==> config.mk <==
export PLATFORM = sky130hd
export DESIGN_NAME = lsu_load_unit_flat
export DESIGN_NICKNAME = d
export VERILOG_FILES = /design/src/rtl/lsu_pkg.sv /design/src/rtl/lsu_load_unit_if.sv /design/src/rtl/lsu_load_fmt.sv /design/src/rtl/lsu_load_unit.sv /design/src/flat_wrapper.sv
export SDC_FILE = /design/constraint.sdc
export NUM_CORES = 1
export LEC_CHECK = 0
export CAP_MARGIN = 20
export CELL_PAD_IN_SITES_DETAIL_PLACEMENT = 0
export CELL_PAD_IN_SITES_GLOBAL_PLACEMENT = 1
export CORE_ASPECT_RATIO = 0.75
export CORE_UTILIZATION = 44
export CTS_CLUSTER_SIZE = 24
export DETAILED_ROUTE_END_ITERATION = 7
export DONT_BUFFER_PORTS = 1
export GPL_TIMING_DRIVEN = 0
export HOLD_SLACK_MARGIN = 0.15
export PLACE_DENSITY_LB_ADDON = 0.1
export SLEW_MARGIN = 10
export SYNTH_ARGS = -nofsm -noshare
export SYNTH_HDL_FRONTEND = slang
export SYNTH_SLANG_ARGS = --single-unit
==> constraint.sdc <==
create_clock -name clk -period 2.1 [get_ports clk]
set_input_delay 0.42 -clock clk [delete_from_list [all_inputs] [get_ports clk]]
set_output_delay 0.42 -clock clk [all_outputs]
set_load 0.03 [all_outputs]
==> src/rtl/lsu_pkg.sv <==
// -----------------------------------------------------------------------------
// lsu_pkg
//   Shared types and constants for the LSU load path.
//   - load_op_e   : RV32I load funct3 encodings
//   - lsu_state_e : load controller FSM states
//   - LSU_TIMEOUT_DEF / LSU_AW_DEF : default parameter values
//   - is_legal_load / is_misaligned : request classification helpers
//   Optional feature macro used by the top: LSU_MISALIGN_TRAP_EN.
// -----------------------------------------------------------------------------
package lsu_pkg;

   typedef enum logic [2:0] {
      OP_LB  = 3'b000,
      OP_LH  = 3'b001,
      OP_LW  = 3'b010,
      OP_LBU = 3'b100,
      OP_LHU = 3'b101
   } load_op_e;

   typedef enum logic [1:0] {
      IDLE  = 2'd0,
      ISSUE = 2'd1,
      WAIT  = 2'd2,
      RESP  = 2'd3
   } lsu_state_e;

   localparam int LSU_TIMEOUT_DEF = 16;
   localparam int LSU_AW_DEF      = 32;

   // funct3 values 011, 110 and 111 have no load meaning in RV32I.
   function automatic logic is_legal_load(input logic [2:0] funct3);
      logic legal;
      case (funct3)
         OP_LB, OP_LH, OP_LW, OP_LBU, OP_LHU: legal = 1'b1;
         default:                             legal = 1'b0;
      endcase
      return legal;
   endfunction

   // Byte loads can never be misaligned; halves need addr[0]=0, words addr[1:0]=0.
   function automatic logic is_misaligned(input logic [2:0] funct3, input logic [1:0] lane);
      logic mis;
      case (funct3)
         OP_LH, OP_LHU: mis = lane[0];
         OP_LW:         mis = (lane != 2'b00);
         default:       mis = 1'b0;
      endcase
      return mis;
   endfunction

endpackage

==> src/rtl/lsu_load_unit_if.sv <==
// -----------------------------------------------------------------------------
// lsu_load_unit_if
//   Bundles the three handshakes of the load unit:
//   - request  : req_valid/req_ready, req_addr, req_funct3, req_rd
//   - memory   : mem_req strobe + mem_addr, mem_rvalid + mem_rdata
//   - response : rsp_valid/rsp_ready, rsp_data, rsp_rd, rsp_err
//   Handshake rule: a transfer happens on a rising edge where valid and ready
//   are both high; once valid is raised the payload is held until that edge.
//   modport slave  : the load unit
//   modport master : the requester / memory / consumer environment
// -----------------------------------------------------------------------------
interface lsu_load_unit_if #(
   parameter int AW = 32
);
   logic          req_valid;
   logic          req_ready;
   logic [AW-1:0] req_addr;
   logic [2:0]    req_funct3;
   logic [4:0]    req_rd;

   logic          mem_req;
   logic [AW-1:0] mem_addr;
   logic          mem_rvalid;
   logic [31:0]   mem_rdata;

   logic          rsp_valid;
   logic          rsp_ready;
   logic [31:0]   rsp_data;
   logic [4:0]    rsp_rd;
   logic          rsp_err;

   modport slave (
      input  req_valid, req_addr, req_funct3, req_rd,
      output req_ready,
      output mem_req, mem_addr,
      input  mem_rvalid, mem_rdata,
      output rsp_valid, rsp_data, rsp_rd, rsp_err,
      input  rsp_ready
   );

   modport master (
      output req_valid, req_addr, req_funct3, req_rd,
      input  req_ready,
      input  mem_req, mem_addr,
      output mem_rvalid, mem_rdata,
      input  rsp_valid, rsp_data, rsp_rd, rsp_err,
      output rsp_ready
   );
endinterface

==> src/rtl/lsu_load_fmt.sv <==
// -----------------------------------------------------------------------------
// lsu_load_fmt
//   Combinational load data formatter: picks the addressed byte/half/word out
//   of a 32-bit read word and sign- or zero-extends it.
//   Ports:
//     rdata   in  32  raw read word
//     funct3  in  3   RV32I load funct3
//     addr_lo in  2   byte lane (addr[1:0]); halves use addr_lo[1] only
//     data    out 32  formatted result (0 for illegal funct3)
// -----------------------------------------------------------------------------
module lsu_load_fmt
   import lsu_pkg::*;
(
   input  logic [31:0] rdata,
   input  logic [2:0]  funct3,
   input  logic [1:0]  addr_lo,
   output logic [31:0] data
);

   logic [7:0]  byte_sel;
   logic [15:0] half_sel;

   always_comb begin
      byte_sel = rdata[{addr_lo, 3'b000} +: 8];
      half_sel = addr_lo[1] ? rdata[31:16] : rdata[15:0];
      case (funct3)
         OP_LB:   data = {{24{byte_sel[7]}}, byte_sel};
         OP_LBU:  data = {24'h0, byte_sel};
         OP_LH:   data = {{16{half_sel[15]}}, half_sel};
         OP_LHU:  data = {16'h0, half_sel};
         OP_LW:   data = rdata;
         default: data = 32'h0;
      endcase
   end

endmodule

==> src/rtl/lsu_load_unit.sv <==
// -----------------------------------------------------------------------------
// lsu_load_unit
//   MA-stage load controller: accepts one load at a time, issues a single
//   word read, waits (bounded by TIMEOUT) for read data, formats it and
//   returns it with the destination tag, or returns an error response.
//   Ports:
//     clk       in   clock, rising edge
//     rst_n     in   asynchronous active-low reset
//     bus       slave modport of lsu_load_unit_if (request/memory/response)
//     dbg_state out  current FSM state
//   Parameters: AW (address width), TIMEOUT (max WAIT cycles, >= 2).
//   Optional feature: define LSU_MISALIGN_TRAP_EN to turn misaligned LH/LHU/LW
//   into immediate error responses; otherwise they are issued with the
//   address truncated to the access size.
// -----------------------------------------------------------------------------
module lsu_load_unit
   import lsu_pkg::*;
#(
   parameter int AW      = LSU_AW_DEF,
   parameter int TIMEOUT = LSU_TIMEOUT_DEF
)(
   input  logic                clk,
   input  logic                rst_n,
   lsu_load_unit_if.slave      bus,
   output lsu_state_e          dbg_state
);

   localparam int               CW       = $clog2(TIMEOUT + 1);
   localparam logic [CW-1:0]    CNT_LAST = CW'(TIMEOUT - 1);
   localparam logic [CW-1:0]    CNT_MAX  = {CW{1'b1}};

   lsu_state_e     state_q, state_d;
   logic [AW-1:0]  addr_q,  addr_d;
   logic [2:0]     f3_q,    f3_d;
   logic [4:0]     rd_q,    rd_d;
   logic [CW-1:0]  cnt_q,   cnt_d;
   logic [31:0]    data_q,  data_d;
   logic           err_q,   err_d;

   logic [31:0]    fmt_data;
   logic           req_mis;

   // Formatting uses the latched request, so the result only depends on the
   // read word in the cycle mem_rvalid is seen.
   lsu_load_fmt u_fmt (
      .rdata   (bus.mem_rdata),
      .funct3  (f3_q),
      .addr_lo (addr_q[1:0]),
      .data    (fmt_data)
   );

`ifdef LSU_MISALIGN_TRAP_EN
   assign req_mis = is_misaligned(bus.req_funct3, bus.req_addr[1:0]);
`else
   assign req_mis = 1'b0;
`endif

   always_comb begin
      state_d = state_q;
      addr_d  = addr_q;
      f3_d    = f3_q;
      rd_d    = rd_q;
      cnt_d   = cnt_q;
      data_d  = data_q;
      err_d   = err_q;

      case (state_q)
         IDLE: begin
            if (bus.req_valid) begin
               addr_d = bus.req_addr;
               f3_d   = bus.req_funct3;
               rd_d   = bus.req_rd;
               data_d = 32'h0;
               if (!is_legal_load(bus.req_funct3) || req_mis) begin
                  // Error without touching memory: response next cycle.
                  err_d   = 1'b1;
                  state_d = RESP;
               end else begin
                  err_d   = 1'b0;
                  state_d = ISSUE;
               end
            end
         end
         ISSUE: begin
            cnt_d   = '0;
            state_d = WAIT;
         end
         WAIT: begin
            // Data beats the timeout when both happen in the same cycle.
            if (bus.mem_rvalid) begin
               data_d  = fmt_data;
               err_d   = 1'b0;
               state_d = RESP;
            end else if (cnt_q == CNT_LAST) begin
               data_d  = 32'h0;
               err_d   = 1'b1;
               state_d = RESP;
            end else if (cnt_q != CNT_MAX) begin
               cnt_d = cnt_q + 1'b1;
            end
         end
         RESP: begin
            if (bus.rsp_ready) begin
               state_d = IDLE;
            end
         end
         default: state_d = IDLE;
      endcase
   end

   always_ff @(posedge clk or negedge rst_n) begin
      if (!rst_n) begin
         state_q <= IDLE;
         addr_q  <= '0;
         f3_q    <= 3'b000;
         rd_q    <= 5'd0;
         cnt_q   <= '0;
         data_q  <= 32'h0;
         err_q   <= 1'b0;
      end else begin
         state_q <= state_d;
         addr_q  <= addr_d;
         f3_q    <= f3_d;
         rd_q    <= rd_d;
         cnt_q   <= cnt_d;
         data_q  <= data_d;
         err_q   <= err_d;
      end
   end

   assign bus.req_ready = (state_q == IDLE);
   assign bus.mem_req   = (state_q == ISSUE);
   assign bus.mem_addr  = {addr_q[AW-1:2], 2'b00};
   assign bus.rsp_valid = (state_q == RESP);
   assign bus.rsp_data  = data_q;
   assign bus.rsp_rd    = rd_q;
   assign bus.rsp_err   = err_q;
   assign dbg_state     = state_q;

endmodule
==> src/flat_wrapper.sv <==
// flat-port wrapper written by rule: the top's interface ports become plain ports
module lsu_load_unit_flat import lsu_pkg::*;
#(
   parameter int AW      = LSU_AW_DEF,
   parameter int TIMEOUT = LSU_TIMEOUT_DEF
)
  (clk, rst_n, dbg_state, bus_req_valid, bus_req_addr, bus_req_funct3, bus_req_rd, bus_req_ready, bus_mem_req, bus_mem_addr, bus_mem_rvalid, bus_mem_rdata, bus_rsp_valid, bus_rsp_data, bus_rsp_rd, bus_rsp_err, bus_rsp_ready);
  lsu_load_unit_if #(.AW(AW)) bus_i ();
  input  logic clk;
  input  logic rst_n;
  output lsu_state_e dbg_state;
  input wire logic [$bits(bus_i.req_valid)-1:0] bus_req_valid;
  input wire logic [$bits(bus_i.req_addr)-1:0] bus_req_addr;
  input wire logic [$bits(bus_i.req_funct3)-1:0] bus_req_funct3;
  input wire logic [$bits(bus_i.req_rd)-1:0] bus_req_rd;
  output wire logic [$bits(bus_i.req_ready)-1:0] bus_req_ready;
  output wire logic [$bits(bus_i.mem_req)-1:0] bus_mem_req;
  output wire logic [$bits(bus_i.mem_addr)-1:0] bus_mem_addr;
  input wire logic [$bits(bus_i.mem_rvalid)-1:0] bus_mem_rvalid;
  input wire logic [$bits(bus_i.mem_rdata)-1:0] bus_mem_rdata;
  output wire logic [$bits(bus_i.rsp_valid)-1:0] bus_rsp_valid;
  output wire logic [$bits(bus_i.rsp_data)-1:0] bus_rsp_data;
  output wire logic [$bits(bus_i.rsp_rd)-1:0] bus_rsp_rd;
  output wire logic [$bits(bus_i.rsp_err)-1:0] bus_rsp_err;
  input wire logic [$bits(bus_i.rsp_ready)-1:0] bus_rsp_ready;
  assign bus_i.req_valid = bus_req_valid;
  assign bus_i.req_addr = bus_req_addr;
  assign bus_i.req_funct3 = bus_req_funct3;
  assign bus_i.req_rd = bus_req_rd;
  assign bus_req_ready = bus_i.req_ready;
  assign bus_mem_req = bus_i.mem_req;
  assign bus_mem_addr = bus_i.mem_addr;
  assign bus_i.mem_rvalid = bus_mem_rvalid;
  assign bus_i.mem_rdata = bus_mem_rdata;
  assign bus_rsp_valid = bus_i.rsp_valid;
  assign bus_rsp_data = bus_i.rsp_data;
  assign bus_rsp_rd = bus_i.rsp_rd;
  assign bus_rsp_err = bus_i.rsp_err;
  assign bus_i.rsp_ready = bus_rsp_ready;
  lsu_load_unit #(.AW(AW), .TIMEOUT(TIMEOUT)) u_core (.clk(clk), .rst_n(rst_n), .bus(bus_i), .dbg_state(dbg_state));
endmodule
==> impl_metrics.ini, run 1 <==
[outcome]
status = finished with violations
failed_checks = negative hold slack

[timing]
min_period_over_period = 0.997
slew_headroom = 0.583
final_max_slew_viol_count = 0
setup_tns_ns = 0
finalClockSkew_ns = 0.00533
hold_ws_ns = -0.221
rsz0062_at_grt = true
hold_violations = 80
worst_pin_slew_ns = 0.621
max_freq_mhz = 478
finalSetupViolCount = 0
setup_ws_ns = 0.00630
finalCriticalPeriod_ns = 2.09

[detailed_routing]
routed_wl_um = 8960
vias = 2585
via_per_inst = 5.74
dr.pass1.iters = 4
wl_per_cell_um = 19.9
drcViolationCount = 0
detail-route-antenna-nets = 0
drt_iter0_markers = 186

[yosys]
synth_cells = 316
async_flop_share = 1.00
netlist-cell-type-count = 42
ys_seq_area_frac = 0.514
synth_warnings = 0
synth_edf_count = 0
synth_flop_cell = dfrtp_1
syn_avg_cell_area_um2 = 12.3
synthesis.area_um2 = 3890
synth_seq_cells = 80

[grt]
grt_overflow_total = 0
grt_max_degree = 81
use_met1 = 0.272
track_usage = 0.202
grt_use_met2 = 0.305
grt_first_pass_wirelength_um = 14400
grt_pass1_vias = 2718
antenna_found_initial = 0
grt_busiest_layer = met2
use_met3 = 0.0891

[floorplan]
dieArea_um2 = 9230
pin_count = 152
dieHeight_um = 83.4
initial_core_util = 0.456
row_count = 29
die_x_um = 111
coreArea_um2 = 8530

[critical_path]
critPathLaunchType = flip-flop
crit_path_end_kind = flip-flop
path_class = reg2reg
path_max_fanout = 3
crit_required_ns = 2.36
arrival_ns = 2.36

[clocking]
cts_max_level = 3
numCtsBuffers = 9
cts-root-buf = clkbuf_16
cts_tree = yes
cts_max_path_buffers = 2
clock_sinks = 80
insertion_delay_ns = 0.33
cts.clk_slew.worst_paths_ns = 0.06

[place]
place_congestion = 0.775
numPortBuffers = 0
dp_hpwl_um = 6330
dp_slack_ns = -0.326
dp_cells = 425

[flow_run]
maxCapViolations = 0

[finish]
n_fill_cell = 769
final_nets = 422
layout_common_cells = dfrtp_1, mux2_2, buf_4
final_cells = 450
syn2layout_area_growth_pct = 16.8
antenna_cells = 0
multiInputGateArea_um2 = 1620
layout_commonest_cell = dfrtp_1
drive_gt1_frac = 0.409
seq_area_um2 = 2000

[pwr]
vdd_drop_max_mv = 1.06
cellPowerDensity_nw_per_um2 = 1960
leakage_nw = 2.09

[worst_hold_path]
worstHoldPathType = in2async
worst max-delay path, cell delays in order, from the launching register on:
cell and delay (ns):
dfrtp_1 0.38, ha_2 0.19, and3_4 0.19, ha_4 0.16, or3b_4 0.38, or2_4 0.24, or3_4 0.36, a21oi_2 0.12
cells in the mapped netlist, drive strengths merged (3+ instances only):
cell | instances | area share
o21ai | 11 | 0.014
mux2 | 51 | 0.15
a211o | 7 | 0.016
nand2 | 15 | 0.014
nor2b | 5 | 0.0080
dfrtp | 80 | 0.51
a222oi | 4 | 0.010
inv | 6 | 0.0058
clkbuf | 10 | 0.010
nand3 | 7 | 0.0090
a22oi | 7 | 0.014
buf | 39 | 0.074
a21oi | 4 | 0.0051
ha | 7 | 0.023
nor2 | 13 | 0.013
a211oi | 3 | 0.0058
a221o | 19 | 0.049
mux2i | 5 | 0.016
nand2b | 4 | 0.0064
metrics by stage:
step	utilization	instance area (µm²)	total power, mW	hold slack, ns
3_5_place_dp	0.473	4040	6.96	0.126
2_1_floorplan	-	3900	6.35	0.124
4_1_cts	0.530	4520	8.94	-0.235
3_3_place_gp	0.473	4040	6.91	0.126
5_1_grt	0.533	4550	9.38	-0.243
6_report	0.533	4550	8.90	-0.221
cell families after synthesis:
group / Yosys count / synth area share
other cells: 1 / 0.000964
simple gates: 55 / 0.0759
buf+inv: 55 / 0.0900
mux: 57 / 0.169
flops: 80 / 0.514
compound gates: 60 / 0.124
fa+ha+maj: 7 / 0.0225
xor+xnor: 1 / 0.00225
area by class of cell:
cell class | instances | area share
plain buffers | 47 | 0.0776
well taps | 108 | 0.0297
clock inverters | 5 | 0.0179
repair buffers | 12 | 0.0198
inverters | 6 | 0.00495
flip-flops and latches | 80 | 0.441
clock buffers | 10 | 0.0526
multi-input cells | 182 | 0.356
flip-flops by register name, indices dropped and copies added (netlist names):
register             count
u_core.addr_q           32
u_core.bus.rsp_data     32
u_core.bus.rsp_err       1
u_core.bus.rsp_rd        5
u_core.cnt_q             5
u_core.dbg_state         2
u_core.f3_q              3
metal layers:
layer | vias to the layer above | wire (µm)
met4 | 0 | 34
met3 | 3 | 736
met1 | 1287 | 4020
li1 | 1172 | -
met2 | 123 | 4170
met5 | - | 0
repair_timing:
item	CTS	global route
buffers inserted	11	1
pin swaps	8	2
resized for setup	25	6
gates cloned	0	0
hold endpoints to repair	80	80
setup endpoints to repair	74	15
worst paths after layout:
kind / start / endpoint / slack, ns / cells past startpoint
setup / recovery: u_core.cnt_q[1]$_DFFE_PN0P_ / u_core.cnt_q[3]$_DFFE_PN0P_ / 0.006 / 7
hold / removal: rst_n / u_core.bus.rsp_rd[0]$_DFFE_PN0P_ / -0.22 / 0
setup reg to reg: u_core.cnt_q[1]$_DFFE_PN0P_ / u_core.cnt_q[3]$_DFFE_PN0P_ / 0.006 / 7
hold reg to reg: u_core.addr_q[23]$_DFFE_PN0P_ / u_core.addr_q[23]$_DFFE_PN0P_ / 0.51 / 1
max in group asynchronous: rst_n / u_core.addr_q[9]$_DFFE_PN0P_ / 2.22 / 0
min in group clk: bus_mem_rdata[6] / u_core.bus.rsp_data[6]$_DFFE_PN0P_ / 0.23 / 1
power by group:
part | switching (mW) | total [mW] | internal, mW
Sequential | 1.29 | 3.57 | 2.28
Clock | 0.596 | 1.66 | 1.07
Combinational | 1.95 | 3.67 | 1.72
No activity file was read; power rests on OpenSTA's default activity.
==> inputs of run 2 (changes only) <==
--- a/config.mk
+++ b/config.mk
@@ -8,8 +8,8 @@
 export CAP_MARGIN = 20
 export CELL_PAD_IN_SITES_DETAIL_PLACEMENT = 0
 export CELL_PAD_IN_SITES_GLOBAL_PLACEMENT = 1
-export CORE_ASPECT_RATIO = 0.75
-export CORE_UTILIZATION = 44
+export CORE_ASPECT_RATIO = 1.75
+export CORE_UTILIZATION = 48
 export CTS_CLUSTER_SIZE = 24
 export DETAILED_ROUTE_END_ITERATION = 7
 export DONT_BUFFER_PORTS = 1
==> constraint.sdc (replaced) <==
create_clock -name clk -period 2.4 [get_ports clk]
set_input_delay 0.48 -clock clk [delete_from_list [all_inputs] [get_ports clk]]
set_output_delay 0.48 -clock clk [all_outputs]
set_load 0.03 [all_outputs]
==> run 2 against run 1 <==
  * The flow now finishes without violations
  * Global-route usage increased by 0.37 points
  * Register-to-register slack better by 0.11 ns
  * Final area decreased by 3.6%
  * Sequential cell count stayed put
  * Sequential share of layout area rose by 1.6 points
==> impl_metrics.ini, run 2 (synthesized netlist as in run 1, its figures left out) <==
[detailed_routing]
drcViolationCount = 0
via_per_inst = 5.94
vias = 2535
routed_wl_um = 8610
drt_iter0_markers = 202
detail-route-antenna-nets = 0
wl_per_cell_um = 20.2
dr.pass1.iters = 5

[pwr]
netSwitchingFraction = 0.441
power.total_mw = 7.47
p_comb_frac = 0.406
cellPowerDensity_nw_per_um2 = 1700
clkPwrFrac = 0.179
p_seq_frac = 0.416
power_switching_mw = 3.29
intPower_mw = 4.17
vdd_drop_max_mv = 0.916
leakage_nw = 2.04

[finish]
drive_gt1_frac = 0.353
final_cells = 427
layout_commonest_cell = dfrtp_1
final_nets = 417
antenna_cells = 0
layout_common_cells = dfrtp_1, mux2_2, buf_4
syn2layout_area_growth_pct = 12.7

[critical_path]
crit_required_ns = 2.66
reg2reg_to = u_core.cnt_q[3]$_DFFE_PN0P_
worstPathCellList = ha_1, and3_1, ha_1, or3b_1, or2_4, or3_1, a21oi_1
path_delay_family = simple AND/OR/NAND/NOR gates
crit_path_end_kind = flip-flop
rr_worst_depth = 7
path_max_fanout = 6
critPathLaunchType = flip-flop
arrival_ns = 2.54
cp_slowest_stage_delay_ns = 0.41
regToRegStartpoint = u_core.cnt_q[0]$_DFFE_PN0P_
crit_top_cell = ha_1
path_class = reg2reg
cpMaxStageDelayCell = dfrtp_1
path_buf_inv = 0
r2r_slack_ns = 0.12

[floorplan]
dieArea_um2 = 8480
initial_core_util = 0.492
dieHeight_um = 121
coreArea_um2 = 7910
row_count = 43
pin_count = 152
die_x_um = 70.1

[timing]
hold_violations = 0
finalCriticalPeriod_ns = 2.28
finalSetupViolCount = 0
slew_headroom = 0.567
min_period_over_period = 0.952
final_max_slew_viol_count = 0
worst_pin_slew_ns = 0.647
max_freq_mhz = 438
rsz0062_at_grt = false
finalClockSkew_ns = 0.00643

[worst_hold_path]
worstHoldPathType = in2reg
hold_depth = 1
min_to = u_core.bus.rsp_data[21]$_DFFE_PN0P_
hold_start = bus_mem_rdata[21]

[clocking]
clock_sinks = 80
cts-root-buf = clkbuf_16
cts_max_path_buffers = 2
insertion_delay_ns = 0.33
cts_tree = yes
cts_max_level = 3
numCtsBuffers = 9
cts.clk_slew.worst_paths_ns = 0.06

[grt]
grt_overflow_total = 0
grt_max_degree = 81
track_usage = 0.206
grt_pass1_vias = 2618
grt_first_pass_wirelength_um = 13500
antenna_found_initial = 0

[outcome]
status = completed

[place]
numPortBuffers = 0
place_congestion = 0.819
dp_hpwl_um = 6330
dp_cells = 407

[flow_run]
maxCapViolations = 0
## run 2: timing repair
item,4_1_cts,5_1_grt
hold buffers,2,0
endpoints found under the hold margin,80,0
buffers inserted,0,3
pin swaps,0,2
endpoints found under the setup margin,23,33
gates resized for setup,5,7
## run 2: worst max-delay path by stage
| stage | from | end | cells past startpoint |
|---|---|---|---|
| after floorplan | u_core.dbg_state[0]$_DFFE_PN0P_ | u_core.bus.rsp_data[17]$_DFFE_PN0P_ | 8 |
| after global placement | u_core.dbg_state[0]$_DFFE_PN0P_ | u_core.bus.rsp_data[11]$_DFFE_PN0P_ | 7 |
| after detailed placement | u_core.dbg_state[0]$_DFFE_PN0P_ | u_core.bus.rsp_data[12]$_DFFE_PN0P_ | 7 |
| after CTS | u_core.cnt_q[0]$_DFFE_PN0P_ | u_core.bus.rsp_data[0]$_DFFE_PN0P_ | 8 |
| after global routing | u_core.cnt_q[0]$_DFFE_PN0P_ | u_core.bus.rsp_data[18]$_DFFE_PN0P_ | 7 |
| final | u_core.cnt_q[0]$_DFFE_PN0P_ | u_core.cnt_q[3]$_DFFE_PN0P_ | 7 |
## run 2: cell type report
type,count,area (µm²)
Tap cell,90,113
Sequential cell,80,2000
Fill cell,694,3520
Inverter,6,22.5
Clock buffer,11,243
Clock inverter,4,45.0
Multi-Input combinational cell,182,1570
Timing Repair Buffer,5,60.1
Buffer,49,334
## run 2: per-stage QoR
step                cell area [µm²]  setup slack, ns  utilization  setup TNS, ns  hold WS [ns]
finish                         4380            0.115        0.554              0         0.292
global route                   4380          0.00154        0.554              0         0.285
detailed placement             4010           -0.217        0.507          -2.38         0.186
floorplan                      3890            0.185            -              0         0.184
global placement               4010           -0.181        0.507          -1.93         0.187
CTS                            4340          0.00594        0.549              0         0.284
## run 2: power by group through the flow
stage | clock (mW) | combinational, mW | sequential [mW]
2_1_floorplan | 0 | 2.56 | 3.00
3_3_place_gp | 0 | 2.89 | 3.11
3_5_place_dp | 0 | 2.93 | 3.14
4_1_cts | 1.36 | 2.99 | 3.11
5_1_grt | 1.40 | 3.27 | 3.19
6_report | 1.33 | 3.03 | 3.11
## run 2: worst register-to-register path, stage by stage, from the launching register on
cell and delay (ns):
dfrtp_1 0.41, ha_1 0.22, and3_1 0.20, ha_1 0.20, or3b_1 0.40, or2_4 0.27, or3_1 0.34, a21oi_1 0.16
## run 2: layer usage
metal	track usage	share of wire
met1	0.238	0.37
met2	0.346	0.52
met3	0.0706	0.086
met4	0.0863	0.019
met5	0	0
